$ cat src/rtl/baud_tick_gen.sv
// Programmable UART baud tick generator: oversample tick, bit tick, counted bursts.
// Optional fractional division is compiled in when BAUD_FRAC_EN is defined.
module baud_tick_gen #(
  parameter int CLK_FREQ    = 25000000,
  parameter int BAUD        = 9600,
  parameter int OVERSAMPLE  = 16,
  parameter int DIV_W       = 16,
  parameter int CNT_W       = 8,
  parameter int DIV_DEFAULT = CLK_FREQ / (BAUD * OVERSAMPLE)
) (
  input  logic             clk,
  input  logic             reset,
  input  logic             enable,
  input  logic             div_load,
  input  logic [DIV_W-1:0] div_value,
  input  logic             burst_mode,
  input  logic             start,
  input  logic [CNT_W-1:0] burst_len,
`ifdef BAUD_FRAC_EN
  input  logic [3:0]       frac_value,
`endif
  output logic             tick_os,
  output logic             tick_bit,
  output logic             busy,
  output logic             done
);

  localparam int OS_W = (OVERSAMPLE > 2) ? $clog2(OVERSAMPLE) : 1;
  localparam logic [DIV_W-1:0] DIV_RESET = (DIV_DEFAULT < 2) ? DIV_W'(2) : DIV_W'(DIV_DEFAULT);
  localparam logic [OS_W-1:0]  OS_LAST   = OS_W'(OVERSAMPLE - 1);

  typedef enum logic {IDLE, RUN} state_t;

  state_t           state_q, state_d;
  logic [DIV_W-1:0] div_q, div_d;
  logic [DIV_W-1:0] clk_cnt_q, clk_cnt_d;
  logic [OS_W-1:0]  os_cnt_q, os_cnt_d;
  logic [CNT_W-1:0] bit_cnt_q, bit_cnt_d;
  logic             tick_os_q, tick_os_d;
  logic             tick_bit_q, tick_bit_d;
  logic             busy_q, busy_d;
  logic             done_q, done_d;

  logic             running;
  logic             burst_start;
  logic             last_bit;
  logic [DIV_W-1:0] terminal;

`ifdef BAUD_FRAC_EN
  logic [3:0] frac_acc_q, frac_acc_d;
  logic       stretch_q, stretch_d;
  logic [4:0] frac_sum;

  // A carry out of the accumulator lengthens the following os period by one clk.
  assign terminal = stretch_q ? div_q : div_q - DIV_W'(1);
  assign frac_sum = {1'b0, frac_acc_q} + {1'b0, frac_value};
`else
  assign terminal = div_q - DIV_W'(1);
`endif

  assign running     = enable & (burst_mode ? (state_q == RUN) : 1'b1);
  assign burst_start = burst_mode & start;

  always_comb begin
    state_d    = state_q;
    div_d      = div_q;
    clk_cnt_d  = clk_cnt_q;
    os_cnt_d   = os_cnt_q;
    bit_cnt_d  = bit_cnt_q;
    tick_os_d  = 1'b0;
    tick_bit_d = 1'b0;
    done_d     = 1'b0;
    last_bit   = 1'b0;
`ifdef BAUD_FRAC_EN
    frac_acc_d = frac_acc_q;
    stretch_d  = stretch_q;
`endif

    if (div_load) begin
      div_d     = (div_value < DIV_W'(2)) ? DIV_W'(2) : div_value;
      clk_cnt_d = '0;
      os_cnt_d  = '0;
`ifdef BAUD_FRAC_EN
      frac_acc_d = '0;
      stretch_d  = 1'b0;
`endif
    end else if (running) begin
      if (clk_cnt_q == terminal) begin
        clk_cnt_d = '0;
        tick_os_d = 1'b1;
`ifdef BAUD_FRAC_EN
        frac_acc_d = frac_sum[3:0];
        stretch_d  = frac_sum[4];
`endif
        if (os_cnt_q == OS_LAST) begin
          os_cnt_d   = '0;
          tick_bit_d = 1'b1;
          if (burst_mode && state_q == RUN) begin
            bit_cnt_d = bit_cnt_q - CNT_W'(1);
            if (bit_cnt_q == CNT_W'(1)) begin
              done_d   = 1'b1;
              last_bit = 1'b1;
              state_d  = IDLE;
            end
          end
        end else begin
          os_cnt_d = os_cnt_q + OS_W'(1);
        end
      end else begin
        clk_cnt_d = clk_cnt_q + DIV_W'(1);
      end
    end

    if (!burst_mode) begin
      state_d = IDLE;
    end

    // A start (re)launches the burst from a clean phase and overrides any tick this cycle.
    if (burst_start) begin
      clk_cnt_d  = '0;
      os_cnt_d   = '0;
      tick_os_d  = 1'b0;
      tick_bit_d = 1'b0;
      last_bit   = 1'b0;
`ifdef BAUD_FRAC_EN
      frac_acc_d = '0;
      stretch_d  = 1'b0;
`endif
      if (burst_len == '0) begin
        state_d   = IDLE;
        bit_cnt_d = '0;
        done_d    = 1'b1;
      end else begin
        state_d   = RUN;
        bit_cnt_d = burst_len;
        done_d    = 1'b0;
      end
    end

    // busy stays high through the cycle carrying the final tick_bit and done.
    busy_d = (state_d == RUN) | last_bit;
  end

  always_ff @(posedge clk or posedge reset) begin
    if (reset) begin
      state_q    <= IDLE;
      div_q      <= DIV_RESET;
      clk_cnt_q  <= '0;
      os_cnt_q   <= '0;
      bit_cnt_q  <= '0;
      tick_os_q  <= 1'b0;
      tick_bit_q <= 1'b0;
      busy_q     <= 1'b0;
      done_q     <= 1'b0;
    end else begin
      state_q    <= state_d;
      div_q      <= div_d;
      clk_cnt_q  <= clk_cnt_d;
      os_cnt_q   <= os_cnt_d;
      bit_cnt_q  <= bit_cnt_d;
      tick_os_q  <= tick_os_d;
      tick_bit_q <= tick_bit_d;
      busy_q     <= busy_d;
      done_q     <= done_d;
    end
  end

`ifdef BAUD_FRAC_EN
  always_ff @(posedge clk or posedge reset) begin
    if (reset) begin
      frac_acc_q <= '0;
      stretch_q  <= 1'b0;
    end else begin
      frac_acc_q <= frac_acc_d;
      stretch_q  <= stretch_d;
    end
  end
`endif

  assign tick_os  = tick_os_q;
  assign tick_bit = tick_bit_q;
  assign busy     = busy_q;
  assign done     = done_q;

endmodule
$ cat config.mk
export PLATFORM = sky130hd
export DESIGN_NAME = baud_tick_gen
export DESIGN_NICKNAME = d
export VERILOG_FILES = /design/src/rtl/baud_tick_gen.sv
export SDC_FILE = /design/constraint.sdc
export NUM_CORES = 1
export LEC_CHECK = 0
export CORE_MARGIN = 4
export CORE_UTILIZATION = 40
export CTS_BUF_LIST = sky130_fd_sc_hd__clkbuf_4
export DETAILED_ROUTE_END_ITERATION = 10
export HOLD_SLACK_MARGIN = 0.12
export PLACE_DENSITY = 0.62
export SLEW_MARGIN = 20
export SYNTH_ARGS = -nofsm -noshare
export SYNTH_HDL_FRONTEND = slang
export SYNTH_SLANG_ARGS = --single-unit
export TNS_END_PERCENT = 1
$ cat constraint.sdc
create_clock -name clk -period 6.8 [get_ports clk]
set_input_delay 1.36 -clock clk [delete_from_list [all_inputs] [get_ports clk]]
set_output_delay 1.36 -clock clk [all_outputs]
set_load 0.02 [all_outputs]
---- Yosys cells after proc, flatten, opt, wreduce, memory -nomap -nowiden ----
Index checks and enable logic that the tools add are counted.
word-level totals
  register bits ........................... 49
  logic and storage cells ................. 76
cells by class
  add/sub/neg operators ................... 4
  magnitude comparators ................... 1
  equality and inequality tests ........... 4
  mux-type cells .......................... 45
  bitwise logic cells ..................... 3
  reduce and logical (&&, ||, !) cells .... 10
operator list
  cell                   number
  $mux 16                5
  $mux 8                 7
  $mux 1                 28
  $mux 4                 5
  $add 16x1->16 const B  1
  $eq 16x16->1           1
  $lt 16x2->1 const B    1
  $sub 16x1->16 const B  1
  $eq 8x1->1 const B     1
  $logic_not 8->1        1
  $reduce_bool 2->1      4
  $sub 8x1->8 const B    1
  $reduce_bool 3->1      2
  $reduce_and 5->1       1
  $add 4x1->4 const B    1
  $eq 4x4->1 const B     1
  $and 1x1->1            2
  $ne 2x1->1 const B     1
  $reduce_and 2->1       1
  $logic_and 1x1->1      1
  $or 1x1->1             1

---- Logic depth before layout (Yosys ltp) ----
Gate-level depths: netlist of the first run.
  depth in word-level cells ............... 10
  gate-level depth with buffers ........... 11
  gate-level depth less buffers ........... 9

---- Worst setup path before layout of the first run ----
OpenSTA, ideal clock, no wires.
  path kind ............................... input-to-reg
  from .................................... in burst_mode
  to ...................................... reg bit_cnt_q[3]
  arrival time ............................ 2,614 ps
  data required time ...................... 6,718 ps
  path slack .............................. 4,104 ps
  stages .................................. 6
  cells stage by stage .................... nand2_1 nor2_1 nand3b_1 or4_1 or4_1 a31oi_1
between the ends
  cells in the longest elaborated chain, start to end .. 4
ends and longest elaborated chain
  what                                line  RTL
  start: declaration                  16    input logic burst_mode,
  $mux 1                              61    assign running = enable & (burst_mode ? (state_q == RUN) : 1'b1);
  $and 1x1->1                         61
  $reduce_bool 2->1 (no source line)  --
  $reduce_and 5->1 (no source line)   --
  end signal: assignment              160   bit_cnt_q <= bit_cnt_d;
  end: declaration                    38    logic [CNT_W-1:0] bit_cnt_q, bit_cnt_d;
Several ways; a longest one is shown, not always the timed one.
A chain may end at the register's enable or synchronous reset.

---- Worst setup path in the final report of the first run ----
  from .................................... reg div_q[0]
  to ...................................... reg state_q
between the ends
  cells in the longest elaborated chain, start to end .. 7
ends and longest elaborated chain
  what                      line  RTL
  start: declaration        35    logic [DIV_W-1:0] div_q, div_d;
  start signal: assignment  157   div_q <= div_d;
  $sub 16x1->16             58    assign terminal = div_q - DIV_W'(1);
  $eq 16x16->1              88    if (clk_cnt_q == terminal) begin
  $mux 1                    88
  $mux 1                    87    end else if (running) begin
  $mux 1                    79    if (div_load) begin
  $mux 1                    114   if (!burst_mode) begin
  $mux 1                    119   if (burst_start) begin
  named net state_d         34    state_t state_q, state_d;
  end signal: assignment    156   state_q <= state_d;
  end: declaration          34
The timed path passes the listed nets, and every way through them passes these cells.

==> run_results.csv, run 1 <==
group,metric,value,unit
detailed_routing,viasPerCell,5.89,
logic_synthesis,yosys_most_used_dff,"dfrtp_1",
logic_synthesis,synth_edf_count,0,
cts,post_cts_buffers,0,
global_routing,grt_max_degree,50,
logic_synthesis,yosys.cell_types.count,61,
logic_synthesis,synth_nets,404,
setup_path,timing.rr.end,"state_q",
detailed_routing,route.vias.total,2902,
cts,cts_root_buffer,"clkbuf_4",
logic_synthesis,yosysWarningCount,0,
sta,min_period,3.48,ns
sta,slew_violations,0,
layout,layout-drive-gt1-share,0.0997,
cts,path_clk_slew,0.14,ns
setup_path,reg2reg_slack,3.32,ns
die,core-area,7810,µm²
cts,ctsResizeCount,0,
global_routing,grt_overflow_total,0,
layout,nFillCells,778,
setup_path,worst-setup-path-type,"reg -> reg",
die,initial_core_util,0.417,
sta,setup_viol,0,
cts,htreeDepth,2,
setup_path,endpoint_kind,"flop",
logic_synthesis,netlist_area,3250,µm²
detailed_routing,first_pass_iters,4,
setup_path,cp.arrival,3.74,ns
detailed_routing,drcViolationCount,0,
cts,cts_hold_buf,0,
placement,hpwl,5700,µm
layout,layout_common_cells,"nand2_1, dfrtp_1, clkdlybuf4s50_1",
layout,layout_commonest_cell,"nand2_1",
placement,gp_congestion,0.767,
die,die_area,9640,µm²
global_routing,first_global_vias,2767,
logic_synthesis,synth_seq_cells,49,
power,leakage,1.42,nW
detailed_routing,ant_nets,0,
die,placementRows,32,
sta,rsz0062_at_grt,"no",
hold_path,whs_path_depth,1,
logic_synthesis,synthCells,369,
cts,cts.sinks,49,
detailed_routing,routedWlPerCell,15.9,µm
cts,numCtsBuffers,5,
sta,tightest_slew,0.904,ns
sta,finalSetupTns,0,ns
setup_path,crit-reg2reg-launch,"div_q[0]",
setup_path,worstRegToRegCells,9,
global_routing,grt_pass1_wl,13700,µm
layout,antennaDiodeCount,0,
sta,hold_viol,0,
power,powerDensity,167,nW/µm²
sta,relSlewSlack,0.395,
die,die_h,98.2,µm
die,io_pins,34,
setup_path,cp-start-kind,"flop",
sta,fin_skew,0.0167,ns
setup_path,worst_ep_required_time,7.06,ns
layout,final_util,0.477,
global_routing,grt_antenna_before_repair,0,
placement,portBuffers,33,
layout,nets,425,
power,peakVddDrop,96.3,µV
hold_path,min_path_type,"reg -> reg",
logic_synthesis,synth_area_per_cell,8.81,µm²
die,die_w,98.2,µm
detailed_routing,drt-initial-drc-count,200,
logic_synthesis,ys_async_sr_fraction,1.00,
logic_synthesis,seq_area_frac_synth,0.378,
global_routing,grt_usage,0.169,
flow_run,cap_violations,0,
sta,max_freq,287,MHz
sta,period_share,0.512,
layout,syn_to_final_growth,14.5,%
hold_path,holdCritStartpoint,"div_q[15]",
status,status,"finished clean",
setup_path,crit_fanout,20,
hold_path,whs_endpoint,"div_q[15]",
detailed_routing,wirelength,7860,µm
cts,clockBufferDepth,2,
cts,clk_latency,0.37,ns
cts,cts_tree,"built",
cell type report:
type	instances	area, µm²	share of cell area
inverters	8	31.3	0.00840
multi-input cells	290	1900	0.511
repair buffers	36	353	0.0948
well taps	102	128	0.0343
clock buffers	5	37.5	0.0101
clock inverters	3	41.3	0.0111
flip-flops and latches	49	1230	0.330
worst max-delay path, cell delays in order (launching register included):
cell and delay, ns:
dfrtp_1 0.46, inv_1 0.09, ha_1 0.25, nor2b_1 0.31, xnor2_1 0.17, nand2_1 0.07, o41ai_1 0.43, nand4b_1 0.71
or2_1 0.52, o41a_1 0.38
worst max path at each step:
stage,from,to,slack [ns],depth (start not counted)
6_report,div_q[0],state_q,3.32,9
5_1_grt,div_q[0],state_q,3.01,9
4_1_cts,div_q[0],state_q,3.30,9
3_5_place_dp,div_load,bit_cnt_q[3],3.01,5
3_3_place_gp,div_load,bit_cnt_q[3],3.07,5
2_1_floorplan,burst_mode,bit_cnt_q[3],4.10,6
report_power, final:
part	leakage [nW]	internal [mW]	switching (mW)
combinational	0.765	0.0537	0.0594
sequential	0.619	0.310	0.0247
clock	0.0389	0.0763	0.0977
total	1.42	0.440	0.182
sequential cells by signal, summed over array words and instances (netlist names):
signal and flops:
tick_bit 1, busy 1, div_q 16, done 1, clk_cnt_q 16, state_q 1, bit_cnt_q 8, tick_os 1
os_cnt_q 4
Yosys cell counts, drive strengths merged, types with 3 or more instances:
library cell	n	area share
a21o	3	0.0069
a21oi	9	0.014
a31oi	12	0.028
and2	3	0.0058
and3	12	0.023
buf	9	0.013
clkbuf	13	0.015
dfrtp	46	0.35
dfstp	3	0.024
ha	5	0.019
inv	8	0.0092
mux2	14	0.048
mux2i	3	0.0092
nand2	47	0.054
nand2b	5	0.0096
nand3	15	0.025
nand3b	3	0.0069
nand4	7	0.013
nand4b	4	0.011
nor2	21	0.024
nor3	23	0.040
nor4	11	0.023
o211ai	5	0.012
o21ai	11	0.018
o22ai	9	0.017
o311ai	3	0.0081
o31ai	8	0.018
or2	3	0.0058
or3	3	0.0058
or4	8	0.018
xnor2	10	0.027
xor2	6	0.016
layer usage:
metal  vias up  share of wire  GRT usage
li1       1430              -          -
met1      1423           0.50      0.247
met2        47           0.47      0.266
met3         2          0.024     0.0243
met4         0         0.0061     0.0399
met5         -              0          0
stage by stage:
step	area, µm²	power (mW)	instances	worst slack [ns]	hold WS, ns
finish	3720	0.622	493	3.32	0.552
global route	3720	0.656	493	3.01	0.593
CTS	3720	0.628	493	3.30	0.559
detailed placement	3640	0.453	485	3.01	0.526
global placement	3640	0.451	485	3.07	0.522
floorplan	3250	0.409	369	4.10	0.502
cells by family (layout without fill, tap and decap cells):
logic type                 Yosys count  after routing  share of synthesized area
DFF                                 49             49                      0.378
muxes                               17             17                     0.0577
buffers and inverters               30             52                     0.0369
xor gates and xnor gates            16             16                     0.0431
adders and majority gates            5              5                     0.0192
AOI/OAI and AO/OA                   76             76                      0.165
and+or+nand+nor                    176            176                      0.300
(Power assumes the default switching activity.)
==> run 2: changes to the inputs <==
==> constraint.sdc (replaced) <==
create_clock -name clk -period 3.35 [get_ports clk]
set_input_delay 0.67 -clock clk [delete_from_list [all_inputs] [get_ports clk]]
set_output_delay 0.67 -clock clk [all_outputs]
set_load 0.02 [all_outputs]
==> run 2 against run 1 <==
Register-to-register slack got worse by 3.1 ns. Core utilization rose by 0.83 points. First-iteration DRC count fell by 13%. Non-clock buffer count rose by 8. Routed wire length rose by 2.5%. Count of clock-buffer cells in the layout did not move. Sequential share of layout area fell by 0.57 points. Cell count rose by 1.6%. Maximum frequency rose by 12%. Flip-flop and latch count did not move. Critical path type unchanged.
==> run_results.csv, run 2 (synthesis results as in run 1) <==
group,metric,value,unit
detailed_routing,ant_nets,0,
global_routing,grt_usage,0.173,
layout,layout_common_cells,"nand2_1, dfrtp_1, clkdlybuf4s50_1",
placement,hpwl,6020,µm
die,die_area,9640,µm²
die,die_w,98.2,µm
setup_path,slowest_delay,0.50,ns
detailed_routing,wl_met2,3740,µm
die,io_pins,34,
hold_path,min_path_type,"reg -> reg",
power,powerDensity,318,nW/µm²
setup_path,worst-setup-path-type,"reg -> reg",
detailed_routing,first_pass_iters,4,
sta,finalSetupTns,0,ns
cts,post_cts_buffers,0,
sta,slew_violations,0,
setup_path,crit_fanout,14,
placement,portBuffers,33,
global_routing,grt_antenna_before_repair,0,
layout,layout-drive-gt1-share,0.120,
placement,gp_congestion,0.820,
setup_path,crit_chain,"inv_1 > ha_1 > nor4b_4 > nand3_2 > or3b_4 > a31oi_4 > o21ai_2 > buf_12 > or4_1 > a31oi_1",
detailed_routing,viasPerCell,5.80,
die,placementRows,32,
detailed_routing,wl_met3,327,µm
hold_path,holdCritStartpoint,"div_q[15]",
die,initial_core_util,0.417,
cts,cts_tree,"built",
setup_path,cp-start-kind,"flop",
layout,layout_commonest_cell,"nand2_1",
cts,cts_root_buffer,"clkbuf_4",
sta,max_freq,321,MHz
setup_path,cp.arrival,3.41,ns
cts,clockBufferDepth,2,
setup_path,worst_ep_required_time,3.64,ns
setup_path,critical-path-top-delay-family,"simple AND/OR/NAND/NOR gates",
die,core-area,7810,µm²
setup_path,crit_buf_inv,2,
detailed_routing,drcViolationCount,0,
sta,relSlewSlack,0.533,
sta,period_share,0.929,
sta,hold_viol,0,
layout,antennaDiodeCount,0,
sta,rsz0062_at_grt,"no",
global_routing,grt_max_degree,50,
cts,clk_latency,0.37,ns
setup_path,crit-reg2reg-launch,"div_q[0]",
detailed_routing,route.vias.total,2905,
sta,setup_viol,0,
global_routing,grt_pass1_wl,13800,µm
cts,htreeDepth,2,
detailed_routing,wirelength,8060,µm
detailed_routing,routedWlPerCell,16.1,µm
power,leakage,1.46,nW
setup_path,endpoint_kind,"flop",
cts,path_clk_slew,0.15,ns
sta,min_period,3.11,ns
cts,cts_hold_buf,0,
global_routing,grt_overflow_total,0,
cts,ctsResizeCount,0,
layout,nets,433,
setup_path,startpoint,"div_q[0]",
detailed_routing,highest_layer,"met4",
cts,cts.sinks,49,
die,die_h,98.2,µm
setup_path,critPathSlowestCell,"or4_1",
detailed_routing,wl_met1,3870,µm
layout,final_util,0.485,
status,status,"finished clean",
global_routing,first_global_vias,2800,
cts,numCtsBuffers,5,
layout,reg.largest.list,"clk_cnt_q (16), div_q (16), bit_cnt_q (8)",
layout,syn_to_final_growth,16.5,%
power,peakVddDrop,164,µV
detailed_routing,drt-initial-drc-count,174,
flow_run,cap_violations,0,
sta,tightest_slew,0.698,ns
sta,fin_skew,0.00908,ns
sta,whs,0.544,ns
-- run 2: cell type report --
class / instances / area [µm²]
fillers: 782 / 4020
multi-input cells: 290 / 1900
flip-flops and latches: 49 / 1230
repair buffers: 44 / 438
well taps: 102 / 128
clock buffers: 5 / 37.5
inverters: 8 / 30.0
clock inverters: 3 / 22.5
-- run 2: metrics by stage --
stage | std cells | setup WS, ns | instance area [µm²] | power (mW)
6_report | 501 | 0.237 | 3790 | 1.20
2_1_floorplan | 369 | 0.744 | 3250 | 0.830
4_1_cts | 501 | 0.243 | 3790 | 1.23
5_1_grt | 501 | 0.0308 | 3790 | 1.28
3_5_place_dp | 493 | 0.263 | 3730 | 0.932
3_3_place_gp | 493 | 0.350 | 3730 | 0.927
-- run 2: worst reg2reg max path, stage by stage (launching register included) --
cell     delay, ns
dfrtp_1       0.44
inv_1         0.10
ha_1          0.23
nor4b_4       0.34
nand3_2       0.16
or3b_4        0.45
a31oi_4       0.20
o21ai_2       0.22
buf_12        0.22
or4_1         0.50
a31oi_1       0.18
-- run 2: where the power goes --
group | total (mW) | switching [mW] | internal [mW] | leakage [nW]
clock | 0.283 | 0.201 | 0.0814 | 0.0234
sequential | 0.675 | 0.0463 | 0.629 | 0.619
combinational | 0.245 | 0.127 | 0.118 | 0.814
total | 1.20 | 0.375 | 0.828 | 1.46
-- run 2: per-layer routing --
metal / track usage / vias to the layer above
met3: 0.0250 / 11
met2: 0.270 / 49
li1: - / 1442
met1: 0.251 / 1403
met4: 0.0462 / 0
met5: 0 / -
-- run 2: final timing paths --
kind	to	slack, ns	cells after the start
max in group asynchronous	div_q[2]	2.16	3
worst min-delay path	div_q[15]	0.54	1
min in group asynchronous	bit_cnt_q[4]	0.77	3
worst max register to register	bit_cnt_q[5]	0.24	10
worst max-delay path	bit_cnt_q[5]	0.24	10
worst min register to register	div_q[15]	0.54	1
==> run 3: changes to the inputs <==
--- a/config.mk
+++ b/config.mk
@@ -6,11 +6,11 @@
 export NUM_CORES = 1
 export LEC_CHECK = 0
 export CORE_MARGIN = 4
-export CORE_UTILIZATION = 40
+export CORE_UTILIZATION = 55
 export CTS_BUF_LIST = sky130_fd_sc_hd__clkbuf_4
 export DETAILED_ROUTE_END_ITERATION = 10
 export HOLD_SLACK_MARGIN = 0.12
-export PLACE_DENSITY = 0.62
+export PLACE_DENSITY = 0.8
 export SLEW_MARGIN = 20
 export SYNTH_ARGS = -nofsm -noshare
 export SYNTH_HDL_FRONTEND = slang
==> run 3 against run 2 <==
Maximum frequency increased by 0.27%. Sequential share of layout area about the same. Register-to-register slack about the same. Via count increased by 2.8%. Count of clock-buffer cells in the layout unchanged. Total power increased by 12%. Clock skew increased by 0.0025 ns. Setup slack improved by 0.0085 ns. Final area about the same. Critical path type unchanged. Largest power group unchanged.
==> run_results.csv, run 3 (synthesis results as in run 1) <==
group,metric,value,unit
status,status,"finished clean",
cts,cts_hold_buf,0,
detailed_routing,wl_met3,406,µm
global_routing,grt_usage,0.228,
sta,relSlewSlack,0.428,
detailed_routing,drt-initial-drc-count,258,
layout,layout_commonest_cell,"nand2_1",
layout,nets,434,
sta,fin_skew,0.0116,ns
setup_path,worstRegToRegCells,10,
sta,setup_viol,0,
hold_path,holdCritStartpoint,"div_q[15]",
sta,period_share,0.927,
global_routing,first_global_vias,2845,
layout,seq_area,1230,µm²
cts,clockBufferDepth,2,
global_routing,grt_max_degree,50,
setup_path,crit_buf_inv,2,
setup_path,cp.arrival,3.40,ns
die,io_pins,34,
detailed_routing,routedWlPerCell,16.6,µm
hold_path,min_path_type,"reg -> reg",
sta,hold_viol,0,
cts,cts_root_buffer,"clkbuf_4",
layout,syn_to_final_growth,16.5,%
power,intPower,0.977,mW
power,swShare,0.277,
placement,dp_slack,0.233,ns
cts,numCtsBuffers,5,
sta,max_freq,322,MHz
detailed_routing,highest_layer,"met4",
detailed_routing,drcViolationCount,0,
setup_path,critPathSlowestCell,"or4_1",
sta,slew_violations,0,
die,placementRows,27,
global_routing,grt_pass1_wl,13600,µm
detailed_routing,viasPerCell,6.33,
setup_path,timing.rr.end,"bit_cnt_q[0]",
placement,hpwl,5830,µm
power,combinationalPowerShare,0.181,
sta,finalSetupTns,0,ns
placement,portBuffers,33,
setup_path,reg2reg_slack,0.25,ns
setup_path,slowest_delay,0.50,ns
detailed_routing,wl_met1,3530,µm
layout,layout-drive-gt1-share,0.123,
detailed_routing,wl_met2,3850,µm
layout,reg.largest.list,"clk_cnt_q (16), div_q (16), bit_cnt_q (8)",
flow_run,cap_violations,0,
sta,tightest_slew,0.857,ns
global_routing,grt_overflow_total,0,
layout,multiInputGateArea,1900,µm²
detailed_routing,first_pass_iters,5,
detailed_routing,route.vias.total,2986,
cts,cts_tree,"built",
detailed_routing,ant_nets,0,
detailed_routing,wirelength,7860,µm
power,p_switching,0.375,mW
setup_path,crit_chain,"inv_1 > ha_1 > nor4b_4 > nand3_2 > or3b_4 > a31oi_4 > o21ai_2 > buf_4 > or4_1 > a31oi_1",
die,initial_core_util,0.580,
power,sequentialPowerShare,0.500,
layout,layout_common_cells,"nand2_1, dfrtp_1, clkdlybuf4s50_1",
setup_path,worst-setup-path-type,"reg -> reg",
cts,cts.sinks,49,
setup_path,endpoint_kind,"flop",
setup_path,critical-path-top-delay-family,"simple AND/OR/NAND/NOR gates",
power,peakVddDrop,201,µV
setup_path,cp-start-kind,"flop",
sta,worst_slack,0.246,ns
global_routing,grt_antenna_before_repair,0,
cts,path_clk_slew,0.15,ns
die,die_h,84.9,µm
die,die_area,7210,µm²
setup_path,crit-reg2reg-launch,"div_q[0]",
cts,htreeDepth,2,
layout,antennaDiodeCount,0,
layout,nFillCells,475,
sta,rsz0062_at_grt,"no",
die,core-area,5610,µm²
cts,clk_latency,0.37,ns
die,die_w,84.9,µm
power,clkPwrFrac,0.318,
setup_path,worst_ep_required_time,3.65,ns
power,leakage,1.49,nW
hold_path,whs_endpoint,"div_q[15]",
sta,min_period,3.10,ns
placement,gp_congestion,0.867,
power,powerDensity,357,nW/µm²
setup_path,crit_fanout,14,
hold_path,whs_path_depth,1,
## run 3: cell types whose count changed in the layout (fill, tap and decap cells not counted)
cell        before  now
clkinv_2         0    2
bufinv_16        0    2
buf_12           2    1
clkinvlp_4       3    0
buf_4            9   11
inv_2            1    0
## run 3: final cells by class
| class | count | share of cell area |
|---|---|---|
| clock buffers | 5 | 0.00991 |
| flip-flops and latches | 49 | 0.325 |
| multi-input cells | 290 | 0.502 |
| repair buffers | 45 | 0.114 |
| clock inverters | 3 | 0.0172 |
| inverters | 8 | 0.00826 |
| well taps | 72 | 0.0238 |
## run 3: power by group through the flow
stage          clock (mW)  sequential (mW)  combinational [mW]
2_1_floorplan           0            0.672               0.157
6_report            0.430            0.676               0.245
3_5_place_dp            0            0.686               0.243
5_1_grt             0.461            0.683               0.272
3_3_place_gp            0            0.684               0.236
4_1_cts             0.440            0.675               0.244
## run 3: how the worst max path moves through the flow
stage,startpoint,to,slack (ns),cells after the start
global route,div_q[0],bit_cnt_q[5],0.001,10
CTS,div_q[0],bit_cnt_q[0],0.23,10
global placement,div_q[0],state_q,0.38,10
finish,div_q[0],bit_cnt_q[0],0.25,10
detailed placement,div_q[0],bit_cnt_q[6],0.23,10
floorplan,div_q[0],state_q,0.74,9
## run 3: metal layers
layer,global-route usage,vias up
met1,0.318,1438
li1,-,1443
met3,0.0330,8
met2,0.385,97
met5,0,-
met4,0.0403,0
## run 3: per-stage QoR
step | total power [mW] | utilization | cells | hold WS (ns) | area (µm²)
6_report | 1.35 | 0.676 | 472 | 0.552 | 3790
3_3_place_gp | 0.920 | 0.656 | 463 | 0.514 | 3680
4_1_cts | 1.36 | 0.674 | 471 | 0.559 | 3780
3_5_place_dp | 0.929 | 0.656 | 463 | 0.528 | 3680
5_1_grt | 1.42 | 0.676 | 472 | 0.594 | 3790
2_1_floorplan | 0.830 | - | 369 | 0.502 | 3250
## run 3: repair_timing
item / in CTS / in global routing
setup buffers: 0 / 1
endpoints found under the setup margin: 0 / 3
gates resized for setup: 0 / 0
